File: src/rtl/cpu_run_control.sv
// cpu_run_control: run/pause/step/halt sequencer with debug counters.
// Ports: clk, reset (sync, active-high), stop, start, step, instr_done,
//   halt_op -> run, cpu_en, halted, fault, state[2:0], cycle_count,
//   instr_count. Optional watchdog: define CPU_RUN_CONTROL_WATCHDOG_EN.
module cpu_run_control #(
  parameter bit AUTO_START = 1'b1,
  parameter int CNT_W      = 32,
  parameter int WDOG_LIMIT = 64
) (
  input  logic             clk,
  input  logic             reset,
  input  logic             stop,
  input  logic             start,
  input  logic             step,
  input  logic             instr_done,
  input  logic             halt_op,
  output logic             run,
  output logic             cpu_en,
  output logic             halted,
  output logic             fault,
  output logic [2:0]       state,
  output logic [CNT_W-1:0] cycle_count,
  output logic [CNT_W-1:0] instr_count
);

  localparam logic [2:0] S_PAUSE  = 3'd0;
  localparam logic [2:0] S_RUN    = 3'd1;
  localparam logic [2:0] S_DRAIN  = 3'd2;
  localparam logic [2:0] S_STEP   = 3'd3;
  localparam logic [2:0] S_HALTED = 3'd4;

  localparam logic [2:0] S_INIT = AUTO_START ? S_RUN : S_PAUSE;

  logic [2:0] nxt;
  logic       start_q;
  logic       step_q;
  logic       start_edge;
  logic       step_edge;
  logic       done_en;
  logic       wdog_trip;

  assign start_edge = start & ~start_q;
  assign step_edge  = step & ~step_q;

  assign run    = (state == S_RUN) | (state == S_DRAIN) |
                  (state == S_STEP);
  assign cpu_en = run;
  assign halted = (state == S_HALTED);

  // A completion pulse only matters while the sequencer is enabled.
  assign done_en = instr_done & cpu_en;

`ifdef CPU_RUN_CONTROL_WATCHDOG_EN
  localparam int WW = $clog2(WDOG_LIMIT + 1);

  logic [WW-1:0] wdog_cnt;
  logic          fault_q;

  // Trip on the enabled cycle that would bring the count to the limit.
  assign wdog_trip = cpu_en & ~instr_done &
                     (wdog_cnt == WW'(WDOG_LIMIT - 1));

  always_ff @(posedge clk) begin
    if (reset) begin
      wdog_cnt <= '0;
      fault_q  <= 1'b0;
    end else begin
      if (!cpu_en || instr_done)
        wdog_cnt <= '0;
      else if (!wdog_trip)
        wdog_cnt <= wdog_cnt + WW'(1);
      if (wdog_trip && !halt_op)
        fault_q <= 1'b1;
    end
  end

  assign fault = fault_q;
`else
  logic unused_wdog;
  assign unused_wdog = (WDOG_LIMIT > 0);
  assign wdog_trip   = 1'b0;
  assign fault       = 1'b0;
`endif

  always_comb begin
    nxt = state;
    case (state)
      S_RUN: begin
        if (halt_op)   nxt = S_HALTED;
        else if (stop) nxt = S_DRAIN;
      end
      S_DRAIN: begin
        if (halt_op)         nxt = S_HALTED;
        else if (instr_done) nxt = S_PAUSE;
      end
      S_STEP: begin
        if (halt_op)         nxt = S_HALTED;
        else if (instr_done) nxt = S_PAUSE;
      end
      S_PAUSE: begin
        if (step_edge)                nxt = S_STEP;
        else if (start_edge && !stop) nxt = S_RUN;
      end
      S_HALTED: nxt = S_HALTED;
      default:  nxt = S_INIT;
    endcase
    if (wdog_trip)
      nxt = S_HALTED;
  end

  always_ff @(posedge clk) begin
    if (reset) begin
      state       <= S_INIT;
      start_q     <= 1'b1;
      step_q      <= 1'b1;
      cycle_count <= '0;
      instr_count <= '0;
    end else begin
      state   <= nxt;
      start_q <= start;
      step_q  <= step;
      if (cpu_en && cycle_count != '1)
        cycle_count <= cycle_count + CNT_W'(1);
      if (done_en && instr_count != '1)
        instr_count <= instr_count + CNT_W'(1);
    end
  end

endmodule

File: config.mk
export PLATFORM = sky130hd
export DESIGN_NAME = cpu_run_control
export DESIGN_NICKNAME = d
export VERILOG_FILES = /design/src/rtl/cpu_run_control.sv
export SDC_FILE = /design/constraint.sdc
export NUM_CORES = 1
export LEC_CHECK = 0
export BUFFER_PORTS_ARGS = -buffer_cell sky130_fd_sc_hd__buf_2
export CORE_ASPECT_RATIO = 1.5
export CORE_UTILIZATION = 54
export DETAILED_ROUTE_END_ITERATION = 7
export GPL_ROUTABILITY_DRIVEN = 1
export PLACE_DENSITY = 0.89
export SETUP_SLACK_MARGIN = 0.2
export SYNTH_ARGS = -nofsm -noshare
export SYNTH_HDL_FRONTEND = slang
export SYNTH_SLANG_ARGS = --single-unit
File: constraint.sdc
create_clock -name clk -period 2.83 [get_ports clk]
set_clock_uncertainty 0.2 [all_clocks]
set_input_delay 0.1415 -clock clk [delete_from_list [all_inputs] [get_ports clk]]
set_output_delay 0.1415 -clock clk [all_outputs]
set_load 0.03 [all_outputs]
==> flow_summary.ini, run 1 <==
[logic_synthesis]
async_flop_share = 0
avgSynthCellArea_sq_um = 8.09
yosys_warnings = 0
syn-cell-area_sq_mm = 0.00352
synth_ff_type = dfxtp_1
synth_cells = 435
synth_top_cell_by_area = dfxtp_1
seq_area_frac_synth = 0.392
synthTopCellsByArea = dfxtp_1 (39%), a21oi_1 (6.7%), or4_1 (5.1%)
post-synth-top-count-cell = dfxtp_1
ys_ff_latch = 69
syn_nets = 444
synth_top_area_frac = 0.392
synth_common_cells = dfxtp_1 (69), a21oi_1 (47), nor2_1 (33)
ys_types = 45
synth_edf_count = 0

[sta]
clock.fmax_ghz = 0.402
report.final.slew_viol_count = 0
tns_ns = 0
hold_ws_ns = 0.0322
post-route-period-util = 0.880
fin_crit_ns = 2.49
hold_viol_final = 0
rsz0062_at_grt = yes
tightestPinTransition_ns = 0.737
slew_headroom = 0.509
setup_viol = 0

[place]
placed_cells = 575
dpl.hpwl_microns = 6610
io_buffers = 76
place_congestion = 0.893

[floorplan]
rows = 35
die_area_sq_mm = 0.00685
fp.coreArea_sq_mm = 0.00622
start_util = 0.566
io_pins = 78
die_w_microns = 67.9
dieHeight_microns = 101

[layout]
final_cells = 595
drive_gt1_frac = 0.236
diodes = 0
area_growth_pct = 21.0
num-nets-final = 525

[clock_network]
clockBufferDepth = 2
clock-sinks = 69
cts_max_level = 3
clkTransAtPathRegs_ns = 0.08
postCtsSetupRepairBufs = 0
cts-root-buf = clkbuf_8
cts_tree = done
numCtsBuffers = 9
clk-insertion-delay-late_ns = 0.35

[global_routing]
grt_overflow = 0
grt_start_max_net_pins = 41
grt_pass1_vias = 3330
track_usage = 0.285
grt_first_pass_wirelength_microns = 14900
grt_antenna_before_repair = 0

[critical_path]
worstSetupPathType = reg -> reg
crit_family = simple AND/OR/NAND/NOR gates
path_cells = nand4_1, or4_1, a311o_2, or4_1, a21oi_1
rr_endpoint = instr_count[16]
slowest_delay_ns = 0.57
end_kind = flop
rr_worst_depth = 5
cp_data_arrival_time_ns = 2.57
crit_top_cell = or4_1
critPathLaunchType = flop
worstPathRequired_ns = 2.91
path_max_fanout = 10
r2r_slack_ns = 0.34
critPathSlowestCell = or4_1
critical_path_buf_inv_count = 0
r2r-start = instr_count[3]

[min_path]
hold_start = instr_done
hold_end = state[1]
hold_path_class = in -> reg
whs_path_depth = 4

[power_and_ir_drop]
vdd_drop_max_mv = 0.302
powerDensity_mw_per_mm2 = 480
p_leak_nw = 1.55

[routing]
wire_per_inst_microns = 15.7
dr.pass1.iters = 5
drt-total-wl_microns = 9370
drtIter0Drc = 219
drc = 0
drtAntennaViolNets = 0
viasPerCell = 6.36
dr_total_vias = 3786

[outcome]
status = finished clean

[job]
maxCapViolCount = 0
## tightest hold or removal path: stages
cell	delay (ns)
buf_2	0.13
nor2_1	0.05
mux2i_1	0.14
nor4_1	0.07
## cells by family after synthesis
family	count (synthesis)	share of synthesized area
flip-flops	69	0.392
adder cells (fa/ha/maj)	2	0.00711
multiplexers	10	0.0309
AND/OR/NAND/NOR	205	0.329
XOR/XNOR	6	0.0149
other	1	0.00107
buffers and inverters	31	0.0363
AO/OA/AOI/OAI	111	0.188
## cell usage in the layout (no fill, tap or decap), types with 3 or more instances in the layout
cell type / count
a211oi_1: 3
a21oi_1: 47
and2_1: 4
and3_1: 6
and4_1: 7
buf_2: 76
buf_4: 11
clkbuf_8: 10
clkinvlp_4: 3
dfxtp_1: 69
dlygate4sd3_1: 4
inv_1: 9
mux2_2: 7
mux2i_1: 3
nand2_1: 27
nand3_1: 27
nand4_1: 19
nor2_1: 33
nor2b_1: 6
nor3_1: 6
nor4_1: 10
o21ai_0: 27
o31ai_1: 21
or3_1: 25
or4_1: 23
xnor2_1: 5
## timing repair
action | CTS | global route
resized for setup | 0 | 4
endpoints found under the hold margin | 4 | 0
endpoints found under the setup margin | 0 | 8
hold buffers | 4 | 0
## per-stage QoR
stage / setup WS [ns] / total power, W / util / area (sq um)
after floorplan: 0.269 / 0.00117 / - / 3520
after global placement: 0.411 / 0.00122 / 0.643 / 4000
after detailed placement: 0.308 / 0.00122 / 0.643 / 4000
after CTS: 0.282 / 0.00205 / 0.683 / 4250
after global routing: 0.200 / 0.00212 / 0.685 / 4260
final: 0.340 / 0.00205 / 0.685 / 4260
## flip-flops by register name, summed over array words and instances, names as in the netlist
name / flops
start_q: 1
cycle_count: 32
step_q: 1
state: 3
instr_count: 32
## layer usage
metal	track usage	share of wire	wire length, microns
met3	0.0713	0.053	492
met5	0	0	0
met2	0.508	0.54	5040
met1	0.294	0.38	3570
met4	0.152	0.028	263
## where the power goes
group / total, W / internal, W / switching [W]
combinational: 0.000200 / 0.0000668 / 0.000133
sequential: 0.00101 / 0.000988 / 0.0000209
clock: 0.000837 / 0.000437 / 0.000400
## cell type report
cell class / count / area, sq um
Multi-Input combinational cell: 335 / 2020
Fill cell: 516 / 1960
Sequential cell: 69 / 1380
Timing Repair Buffer: 92 / 523
Clock buffer: 10 / 138
Tap cell: 74 / 92.6
Clock inverter: 6 / 70.1
Inverter: 9 / 33.8
## worst max-delay path by stage
stage                               from  cells past startpoint              end
after global placement    cycle_count[0]                      6  cycle_count[20]
after global routing      cycle_count[0]                      6  cycle_count[28]
final                     instr_count[3]                      5  instr_count[16]
after floorplan           cycle_count[0]                      7  cycle_count[20]
after CTS                 instr_count[0]                      6  instr_count[16]
after detailed placement  cycle_count[0]                      6  cycle_count[28]
Note: power is estimated with default switching activity, not from simulation.
==> run 2: changes to the inputs <==
--- a/config.mk
+++ b/config.mk
@@ -7,10 +7,10 @@
 export LEC_CHECK = 0
 export BUFFER_PORTS_ARGS = -buffer_cell sky130_fd_sc_hd__buf_2
 export CORE_ASPECT_RATIO = 1.5
-export CORE_UTILIZATION = 54
+export CORE_UTILIZATION = 50
 export DETAILED_ROUTE_END_ITERATION = 7
 export GPL_ROUTABILITY_DRIVEN = 1
-export PLACE_DENSITY = 0.89
+export PLACE_DENSITY = 0.83
 export SETUP_SLACK_MARGIN = 0.2
 export SYNTH_ARGS = -nofsm -noshare
 export SYNTH_HDL_FRONTEND = slang
==> run 2 against run 1 <==
The flow now finishes with violations (DRC). Critical path depth grew 1. Highest routed layer unchanged. Core utilization decreased by 6.9 points. Global-route usage down 1.8 points. Clock power is 13% lower. Sequential power about the same. Worst setup slack got worse by 0.020 ns. First-iteration DRC count up 21%. Design area shrank 0.97%. Flip-flop and latch count is the same. Sequential share of layout area is 0.32 points higher. Power down 5.2%.
==> flow_summary.ini, run 2 (synthesis results as in run 1) <==
[floorplan]
io_pins = 78
start_util = 0.514
dieHeight_microns = 105
die_w_microns = 70.5
die_area_sq_mm = 0.00739
rows = 37
fp.coreArea_sq_mm = 0.00685

[global_routing]
grt_first_pass_wirelength_microns = 15800
grt_overflow = 0
track_usage = 0.268
grt_start_max_net_pins = 47
grt_antenna_before_repair = 0
grt_pass1_vias = 3547

[clock_network]
cts-root-buf = clkbuf_8
numCtsBuffers = 9
clk-insertion-delay-late_ns = 0.35
cts_tree = done
clock-sinks = 69
clockBufferDepth = 2
postCtsSetupRepairBufs = 0
clkTransAtPathRegs_ns = 0.07
cts_max_level = 3

[power_and_ir_drop]
vdd_drop_max_mv = 0.282
p_int_w = 0.00142
seq_power_share = 0.521
clkPwrFrac = 0.376
p_leak_nw = 1.55
switchingPower_w = 0.000518
powerDensity_mw_per_mm2 = 460
power_frac_comb = 0.103
switching_share = 0.267

[critical_path]
cp_num_cells = 6
path_cells = ha_1, nand3_1, or4_1, a311o_2, or4_1, a21oi_1
critical_path_buf_inv_count = 0
crit_family = simple AND/OR/NAND/NOR gates
crit_top_cell = or4_1
path_max_fanout = 10
cp_data_arrival_time_ns = 2.59
worstSetupPathType = reg -> reg
rr_worst_depth = 6
critPathLaunchType = flop
critPathSlowestCell = or4_1
slowest_delay_ns = 0.46
worstPathRequired_ns = 2.91
end_kind = flop

[layout]
final_common_cell = buf_2
drive_gt1_frac = 0.232
num-nets-final = 526
final_cells = 600
reg_top3 = cycle_count (32), instr_count (32), state (3)
layout_common_cells = buf_2 (76), dfxtp_1 (69), a21oi_1 (47), nor2_1 (33)
area_growth_pct = 19.8
diodes = 0
fill_cells = 622

[sta]
tns_ns = 0
clock.fmax_ghz = 0.398
slew_headroom = 0.416
hold_viol_final = 0
tightestPinTransition_ns = 0.876
post-route-period-util = 0.887
fin_crit_ns = 2.51
setup_viol = 0
rsz0062_at_grt = yes
report.final.slew_viol_count = 0

[routing]
viasPerCell = 6.21
wire_per_inst_microns = 15.6
dr_total_vias = 3725
drt-total-wl_microns = 9380
dr.pass1.iters = 8
drc = 16
drtIter0Drc = 266
drtAntennaViolNets = 0

[place]
place_congestion = 0.849
placed_cells = 581
dpl.hpwl_microns = 6680
io_buffers = 76

[outcome]
violations = DRC
status = finished with violations

[min_path]
whs_path_depth = 3
hold_path_class = in -> reg

[job]
maxCapViolCount = 0
run 2: cell count changes in the layout (fill, tap and decap cells not counted), sizes merged:
cell         previous run  this run
buf                    88        90
clkinvlp                3         0
clkinv                  0         1
bufinv                  1         0
clkbuf                 10        15
dlygate4sd3             4         3
inv                    11         9
run 2: stage by stage:
step                worst slack (ns)  hold WS [ns]  power (W)  utilization  cell area, sq um
floorplan                      0.269        0.0481    0.00117            -              3520
global placement               0.402         0.143    0.00122        0.585              4010
detailed placement             0.264         0.151    0.00122        0.585              4010
CTS                            0.212        0.0162    0.00195        0.615              4210
global route                   0.192        0.0179    0.00203        0.615              4220
finish                         0.321        0.0305    0.00194        0.615              4220
run 2: path summary, 6_finish.rpt:
check                   from         endpoint  slack (ns)
min                     stop         state[1]        0.03
max           instr_count[0]  instr_count[16]        0.32
max reg2reg   instr_count[0]  instr_count[16]        0.32
min reg2reg  cycle_count[14]  cycle_count[14]        0.29
run 2: metal layers:
metal | global-route usage | part of all wire
met1 | 0.281 | 0.38
met2 | 0.482 | 0.54
met5 | 0 | 0
met4 | 0.153 | 0.023
met3 | 0.0588 | 0.050
run 2: tightest hold or removal path, cell delays in order:
cell    delay (ns)
buf_2         0.11
nor3_1        0.20
nor4_1        0.08
run 2: final cells by class:
type,count,area (sq um),area share
multi-input cells,335,2020,0.478
flip-flops and latches,69,1380,0.328
repair buffers,93,515,0.122
clock buffers,15,166,0.0395
well taps,78,97.6,0.0231
inverters,9,33.8,0.00801
clock inverters,1,5.00,0.00119
run 2: timing repair:
item	in CTS	in global routing
endpoints found under the hold margin	4	0
setup endpoints to repair	0	6
hold buffers	3	0
resized for setup	0	3
run 2: power groups by stage:
| stage | clock, W | combinational (W) | sequential [W] |
|---|---|---|---|
| 3_3_place_gp | 0 | 0.000190 | 0.00103 |
| 5_1_grt | 0.000801 | 0.000216 | 0.00101 |
| 2_1_floorplan | 0 | 0.000108 | 0.00106 |
| 3_5_place_dp | 0 | 0.000193 | 0.00103 |
| 6_report | 0.000728 | 0.000200 | 0.00101 |
| 4_1_cts | 0.000747 | 0.000198 | 0.00101 |
